===== config.mk =====
export PLATFORM = sky130hd
export DESIGN_NAME = switch_poll_controller
export DESIGN_NICKNAME = d
export VERILOG_FILES = /design/src/rtl/switch_poll_pkg.sv /design/src/rtl/switch_poll_tick.sv /design/src/rtl/switch_poll_controller.sv
export SDC_FILE = /design/constraint.sdc
export NUM_CORES = 1
export LEC_CHECK = 0
export ABC_AREA = 1
export ABC_CLOCK_PERIOD_IN_PS = 1650
export CAP_MARGIN = 25
export CORE_MARGIN = 4
export CORE_UTILIZATION = 44
export CTS_CLUSTER_DIAMETER = 120
export DETAILED_ROUTE_END_ITERATION = 12
export PLACE_DENSITY = 0.77
export SYNTH_ARGS = -nofsm -noshare
export SYNTH_HDL_FRONTEND = slang
export SYNTH_SLANG_ARGS = --single-unit

===== constraint.sdc =====
create_clock -name clk -period 1.65 [get_ports clk]
set_clock_uncertainty 0.2 [all_clocks]
set_input_delay 0.165 -clock clk [delete_from_list [all_inputs] [get_ports clk]]
set_output_delay 0.165 -clock clk [all_outputs]
set_load 0.1 [all_outputs]

===== src/rtl/switch_poll_pkg.sv =====
// switch_poll_pkg: register map, control bit and FSM encoding shared by the switch poller.
package switch_poll_pkg;
    localparam logic [1:0] REG_STABLE = 2'd0;
    localparam logic [1:0] REG_EDGE   = 2'd1;
    localparam logic [1:0] REG_MASK   = 2'd2;
    localparam logic [1:0] REG_CTRL   = 2'd3;
    localparam int         CTRL_EN_BIT = 0;
    typedef enum logic [2:0] {IDLE, WAIT, ISSUE, CAPTURE, UPDATE} state_t;
endpackage


===== src/rtl/switch_poll_tick.sv =====
// switch_poll_tick: poll-period counter; tc_o pulses on the last cycle of each POLL_DIV period.
module switch_poll_tick #(
    parameter int POLL_DIV = 50000
) (
    input  logic clk,
    input  logic reset_n,
    input  logic clr_i,
    input  logic en_i,
    output logic tc_o
);
    localparam int CW = $clog2(POLL_DIV);
    logic [CW-1:0] cnt_q, cnt_d;
    assign tc_o = en_i && !clr_i && (cnt_q == CW'(POLL_DIV - 1));
    always_comb begin
        cnt_d = (clr_i || tc_o) ? '0 : en_i ? cnt_q + CW'(1) : cnt_q;
    end
    always_ff @(posedge clk or negedge reset_n) begin
        if (!reset_n) cnt_q <= '0;
        else          cnt_q <= cnt_d;
    end
endmodule


===== src/rtl/switch_poll_controller.sv =====
// switch_poll_controller: polls the switch PIO, debounces the value and exposes
// STABLE/EDGE/MASK/CTRL registers plus a maskable edge interrupt.
module switch_poll_controller
    import switch_poll_pkg::*;
#(
    parameter int WIDTH        = 9,
    parameter int POLL_DIV     = 50000,
    parameter int STABLE_COUNT = 4
) (
    input  logic        clk,
    input  logic        reset_n,
    output logic [1:0]  pio_address,
    output logic        pio_read,
    input  logic [31:0] pio_readdata,
    input  logic [1:0]  avs_address,
    input  logic        avs_read,
    input  logic        avs_write,
    input  logic [31:0] avs_writedata,
    output logic [31:0] avs_readdata,
    output logic        irq
);
    localparam int CNTW = $clog2(STABLE_COUNT + 1);
    localparam logic [CNTW-1:0] SC = CNTW'(STABLE_COUNT);
    state_t state_q, state_d;
    logic [WIDTH-1:0] sample_q, sample_d, cand_q, cand_d, stable_q, stable_d;
    logic [WIDTH-1:0] chg_q, chg_d, mask_q, mask_d, hw_set, w1c;
    logic [CNTW-1:0]  count_q, count_d;
    logic [31:0]      rdata_q, rdata_d;
    logic             primed_q, primed_d, en_q, en_d, irq_q;
    logic             tick_clr, tick_tc, accept, unused;
    assign unused = ^{pio_readdata[31:WIDTH], avs_writedata[31:WIDTH]};
    switch_poll_tick #(.POLL_DIV(POLL_DIV)) u_tick (
        .clk     (clk),
        .reset_n (reset_n),
        .clr_i   (tick_clr),
        .en_i    (state_q != IDLE),
        .tc_o    (tick_tc)
    );
    assign pio_address  = 2'b00;
    assign pio_read     = (state_q == ISSUE) && en_q;
    assign avs_readdata = rdata_q;
    assign irq          = irq_q;
    always_comb begin
        state_d  = state_q;
        tick_clr = 1'b0;
        case (state_q)
            IDLE:    begin
                state_d  = en_q ? WAIT : IDLE;
                tick_clr = en_q;
            end
            WAIT:    state_d = tick_tc ? ISSUE : WAIT;
            ISSUE:   state_d = CAPTURE;
            CAPTURE: state_d = UPDATE;
            UPDATE:  state_d = WAIT;
            default: state_d = IDLE;
        endcase
        if (!en_q) state_d = IDLE;
    end
    // Disabling mid-poll drops the in-flight sample and restarts the stability count.
    always_comb begin
        sample_d = (state_q == CAPTURE) ? pio_readdata[WIDTH-1:0] : sample_q;
        cand_d   = cand_q;
        count_d  = count_q;
        accept   = 1'b0;
        if (state_q != IDLE && !en_q) begin
            count_d = '0;
        end else if (state_q == UPDATE) begin
            cand_d  = sample_q;
            count_d = (sample_q != cand_q) ? CNTW'(1) : (count_q == SC) ? SC : count_q + CNTW'(1);
            accept  = (count_d == SC);
        end
        hw_set   = (accept && primed_q) ? (stable_q ^ sample_q) : '0;
        stable_d = accept ? sample_q : stable_q;
        primed_d = primed_q | accept;
        w1c      = (avs_write && avs_address == REG_EDGE) ? avs_writedata[WIDTH-1:0] : '0;
        chg_d    = (chg_q & ~w1c) | hw_set;
        mask_d   = (avs_write && avs_address == REG_MASK) ? avs_writedata[WIDTH-1:0] : mask_q;
        en_d     = (avs_write && avs_address == REG_CTRL) ? avs_writedata[CTRL_EN_BIT] : en_q;
        rdata_d  = !avs_read                  ? rdata_q :
                   avs_address == REG_STABLE ? 32'(stable_q) :
                   avs_address == REG_EDGE   ? 32'(chg_q) :
                   avs_address == REG_MASK   ? 32'(mask_q) : 32'(en_q);
    end
    always_ff @(posedge clk or negedge reset_n) begin
        if (!reset_n) begin
            state_q  <= IDLE;
            sample_q <= '0;
            cand_q   <= '0;
            count_q  <= '0;
            stable_q <= '0;
            primed_q <= 1'b0;
            chg_q    <= '0;
            mask_q   <= '0;
            en_q     <= 1'b0;
            rdata_q  <= '0;
            irq_q    <= 1'b0;
        end else begin
            state_q  <= state_d;
            sample_q <= sample_d;
            cand_q   <= cand_d;
            count_q  <= count_d;
            stable_q <= stable_d;
            primed_q <= primed_d;
            chg_q    <= chg_d;
            mask_q   <= mask_d;
            en_q     <= en_d;
            rdata_q  <= rdata_d;
            irq_q    <= |(chg_q & mask_q);
        end
    end
endmodule


---- Word-level counts from Yosys, hierarchy flattened ----
Index checks and enable logic that the tools add are counted.
word-level totals
  flip-flop bits (word level) ............. 102
  input bits .............................. 70
  output and inout port bits .............. 36
cells by class
  add/sub/neg operators ................... 2
  equal/unequal tests ..................... 11
  mux-type cells .......................... 17
  bitwise logic cells ..................... 7
  reduce and logical (&&, ||, !) cells .... 19
operators with widths
  cell                                            count
  two-way mux 9 bit                               5
  two-way mux 16 bit                              2
  AND 9 bit                                       2
  adder 16 x 1 -> 16 bit (second input constant)  1
  == test 16 bit (second input constant)          1
  two-way mux 3 bit                               5
  one-hot mux 3 bit (4 select lines)              1
  == test 3 bit (second input constant)           3
  != test 9 bit                                   1
  inverter 9 bit                                  1
  bitwise OR 9 bit                                1
  OR reduction 9 bit                              1
  XOR 9 bit                                       1
  logical AND 1 bit                               8
  == test 3 x 2 -> 1 bit (second input constant)  2
  == test 2 bit (second input constant)           2
  nonzero test 2 bit                              2
  adder 3 x 1 -> 3 bit (second input constant)    1
  == test 3 x 1 -> 1 bit (second input constant)  1
  zero test 3 bit                                 1
  two-way mux 1 bit                               3
  nonzero test 3 bit                              1
  == test 2 x 1 -> 1 bit (second input constant)  1
  zero test 1 bit                                 2
  7 further kinds                                 7

---- Longest topological paths before layout ----
  word-level depth ........................ 9
  depth in mapped cells ................... 11
  mapped depth without buffers ............ 11

---- By module ----
Synthesis repeated with hierarchy kept, for this count alone.
unflattened totals
  cell total of the unflattened synthesis .. 513
  area, all modules ....................... 4205.3 µm²
modules (own cells, without submodules)
  module                  times used  cells each  area each (µm²)  sequential area each (µm²)
  switch_poll_controller  1           372         3190.6           1576.5
  switch_poll_tick        1           141         1014.7           400.4

---- Worst setup path before layout ----
OpenSTA, ideal clock, no wires.
  kind .................................... flip-flop to output port
  start ................................... register state_q[2]
  end ..................................... output port pio_read
  arrival time ............................ 1.802 ns
  required time ........................... 1.285 ns
  setup slack ............................. -0.517 ns
  cell stages (with the launch flop) ...... 4
  buffers on the path ..................... 0
  cell sequence ........................... dfrtp_1 > inv_1 > nand3_1 > nor2_1
between the ends
  word-level cells in the longest chain between the ends .. 2
RTL lines
  item                    RTL line                      text
  start, declared         switch_poll_controller.sv:24  state_t state_q, state_d;
  start signal, assigned  switch_poll_controller.sv:98  state_q <= state_d;
  == test 3 x 2 -> 1 bit  switch_poll_controller.sv:40  assign pio_read = (state_q == ISSUE) && en_q;
  logical AND 1 bit       switch_poll_controller.sv:40
  end, declared           switch_poll_controller.sv:13  output logic pio_read,
No other way between the ends.

---- Worst setup path in the final report ----
  start ................................... register u_tick.cnt_q[0]
  end ..................................... register u_tick.cnt_q[12]
between the ends
  word-level cells in the longest chain between the ends .. 4
  elaborated cells between the ends (all ways) .. 7
RTL lines
  item                                                                            RTL line                text
  start, declared                                                                 switch_poll_tick.sv:12  logic [CW-1:0] cnt_q, cnt_d;
  start signal, assigned                                                          switch_poll_tick.sv:19  else cnt_q <= cnt_d;
  parallel branches: the longest is 4 deep, another holds adder 16 x 1 -> 16 bit  -
Several ways; the timed one is not identified. The select of a mux whose other input is x is not followed.
A chain may end at the register's enable or synchronous reset.

==> metrics.yaml <==
final_layout:
  seqCellArea_mm2: 0.00198
  syn2layout_area_growth_pct: 45.7
  multi_input_area_mm2: 0.00205
  nets: 688
  n_antenna_cell: 0
  drive_gt1_share_pct: 35.6
  fillers: 629
global_route:
  grt_use_total_pct: 19.2
  antenna_found_initial: 0
  grt_pass1_vias: 3426
  grt_remaining_overflow: 0
  grt_pass1_wl_um: 15900
  grt_max_degree: 31
clocking:
  clkLatencyLatePin_ns: 0.37
  cts_htree_levels: 3
  clk_pin_slew_ns: 0.09
  clk_path_buf_depth: 2
  cts_tree: "yes"
  root_buffer: "clkbuf_8"
  cts_inserted_buffers: 9
  clock_sinks: 79
logic_synthesis:
  ys_seq_elements: 79
  synthTopCellsByCount: "nand2_1 (117), dfrtp_1 (79), inv_1 (52)"
  synth_most_common_cell: "nand2_1"
  syn_area_mm2: 0.00399
  ys_warn_count: 0
  netlist_instances: 483
  synth.area.top_cells: "dfrtp_1 (50%), nand2_1 (11%), o21ai_0 (4.9%), inv_1 (4.9%), buf_4 (4.7%)"
  synthArstFlopShare_pct: 100
  synthDistinctLibCells: 33
  yosys.area.top_type_share_pct: 49.6
  synth_top_area_cell: "dfrtp_1"
  syn_avg_cell_area_um2: 8.25
  yosysSeqAreaShare_pct: 49.6
  synth_edf_count: 0
  ys.flop_type: "dfrtp_1"
power:
  irDropWorstVdd_mv: 0.483
  finalPower_mw: 5.09
  leakagePower_nw: 2.83
  power_density_mw_per_mm2: 877
routing:
  route.detailed.drc: 0
  vias: 3740
  drt-initial-drc-count: 208
  dr.pass1.iters: 5
  drtAntennaViolNets: 0
  drt-total-wl_um: 10600
  wl_per_cell_um: 14.6
  avgViaCountPerCell: 5.14
setup_path:
  crit_required_ns: 1.73
  path_class: "reg -> reg"
  arrival_ns: 1.93
  start_kind: "flop"
  critPathMaxFanout: 4
  worstSetupEndpointType: "flop"
floorplan:
  rows: 34
  dieWidth_um: 103
  die_y_um: 103
  ios: 106
  fp.coreArea_mm2: 0.00876
  dieArea_mm2: 0.0106
  initial_core_util_pct: 45.5
status:
  status: "finished with violations"
  violations: "setup timing"
placed_design:
  hpwl_um: 6810
  gp_congestion: 0.892
  port_buffers: 34
sta:
  timing.final.hold_violations: 0
  max_freq_ghz: 0.538
  finalWorstSetupSlack_ns: -0.208
  finalCritPeriodShare_pct: 113
  rsz0062_at_grt: "yes"
  maxSlewViolCount: 0
  setup_viol: 37
  hold_slack_ns: 0.0711
  post-route-min-period_ns: 1.86
worst_hold_path:
  hp-class: "in -> async"
job:
  drv_cap: 0
stage by stage:
step	util (%)	cell area [µm²]	std cells	setup TNS, ns	setup slack, ns
final	66.3	5810	728	-3.53	-0.208
after global placement	57.1	5000	684	-1.78	-0.110
after CTS	61.9	5420	712	-1.61	-0.0956
after floorplan	-	4100	507	0	0.00757
after global routing	66.3	5810	728	-6.70	-0.314
after detailed placement	57.1	5000	684	-2.46	-0.137
final timing paths:
kind                                              from  cells past startpoint                      endpoint  slack (ns)
max                        u_tick.cnt_q[0]$_DFFE_PN0P_                      9  u_tick.cnt_q[12]$_DFFE_PN0P_       -0.21
min                                            reset_n                      2   avs_readdata[0]$_DFFE_PN0P_        0.07
max reg2reg                u_tick.cnt_q[0]$_DFFE_PN0P_                      9  u_tick.cnt_q[12]$_DFFE_PN0P_       -0.21
min reg2reg                      mask_q[8]$_DFFE_PN0P_                      2         mask_q[8]$_DFFE_PN0P_        0.30
max in group asynchronous                      reset_n                      3       stable_q[5]$_DFFE_PN0P_        0.60
min in group clk                       pio_readdata[6]                      3       sample_q[6]$_DFFE_PN0N_        0.17
kinds of logic after synthesis:
logic type                 count (synthesis)  share of synthesized area (%)
adders and majority gates                  3                          0.942
xor gates and xnor gates                  19                           4.17
other                                      1                         0.0941
and+or+nand+nor                          213                           23.4
buffers and inverters                     85                           10.4
DFF                                       79                           49.6
AOI/OAI and AO/OA                         83                           11.4
final cells by class:
type	instances	share of cell area, %
Sequential cell	79	34.1
Tap cell	108	2.33
Inverter	55	3.62
Clock inverter	7	1.34
Clock buffer	9	2.13
Timing Repair Buffer	124	21.0
Timing Repair inverter	1	0.129
Multi-Input combinational cell	345	35.4
sequential cells by signal (all words and copies together) (netlist names):
signal,count
state_q,3
cand_q,9
count_q,3
irq,1
chg_q,9
u_tick.cnt_q,16
primed_q,1
avs_readdata,9
en_q,1
sample_q,9
stable_q,9
mask_q,9
worst max-delay path, stage by stage (launching register included):
cell and delay [ns]:
dfrtp_1 0.43, ha_4 0.19, nand2_4 0.06, nor3_4 0.20, nand2_2 0.10, nor2_4 0.14
nand2_4 0.09, nor2_1 0.12, o22ai_1 0.09, nor2_1 0.15
power by group:
group | switching, mW | total [mW] | internal, mW | leakage (nW)
logic | 0.891 | 1.40 | 0.513 | 1.69
clock network | 0.783 | 1.50 | 0.715 | 0.101
registers | 0.127 | 2.19 | 2.06 | 1.05
layer usage:
layer	up-vias	track usage [%]	wire length (µm)	share of wire, %
met5	-	0	0	0
met4	0	8.37	261	2.5
li1	1785	-	-	-
met1	1797	25.7	4440	42
met3	25	2.88	619	5.8
met2	133	31.0	5320	50
placed cells by master, fill, tap and decap left out, types with 3 or more instances in the layout:
master / netlist / layout
a21oi_1: 26 / 25
a31oi_1: 4 / 4
buf_12: 0 / 14
buf_4: 25 / 72
buf_6: 0 / 15
clkbuf_8: 0 / 9
clkdlybuf4s50_1: 0 / 22
clkinvlp_4: 0 / 3
conb_1: 1 / 25
dfrtp_1: 79 / 77
inv_1: 52 / 33
inv_2: 2 / 20
inv_6: 0 / 3
nand2_1: 117 / 91
nand2_2: 1 / 23
nand2_4: 1 / 6
nand3_1: 31 / 14
nand3_2: 2 / 15
nand3_4: 0 / 4
nand4_1: 4 / 4
nor2_1: 43 / 32
nor2_2: 2 / 6
nor2_4: 1 / 9
nor3_1: 5 / 3
o21ai_0: 39 / 33
o21ai_1: 1 / 4
o21ai_2: 0 / 3
o22ai_1: 5 / 3
xnor2_1: 8 / 5
xnor2_2: 0 / 3
xor2_1: 11 / 11
what timing repair did:
action | in CTS | in global routing
hold buffers | 1 | 0
pin swaps | 24 | 40
gates resized for setup | 39 | 84
setup buffers | 11 | 16
endpoints found under the hold margin | 79 | 0
cloned | 3 | 0
endpoints found under the setup margin | 43 | 46
(Power assumes the default switching activity.)
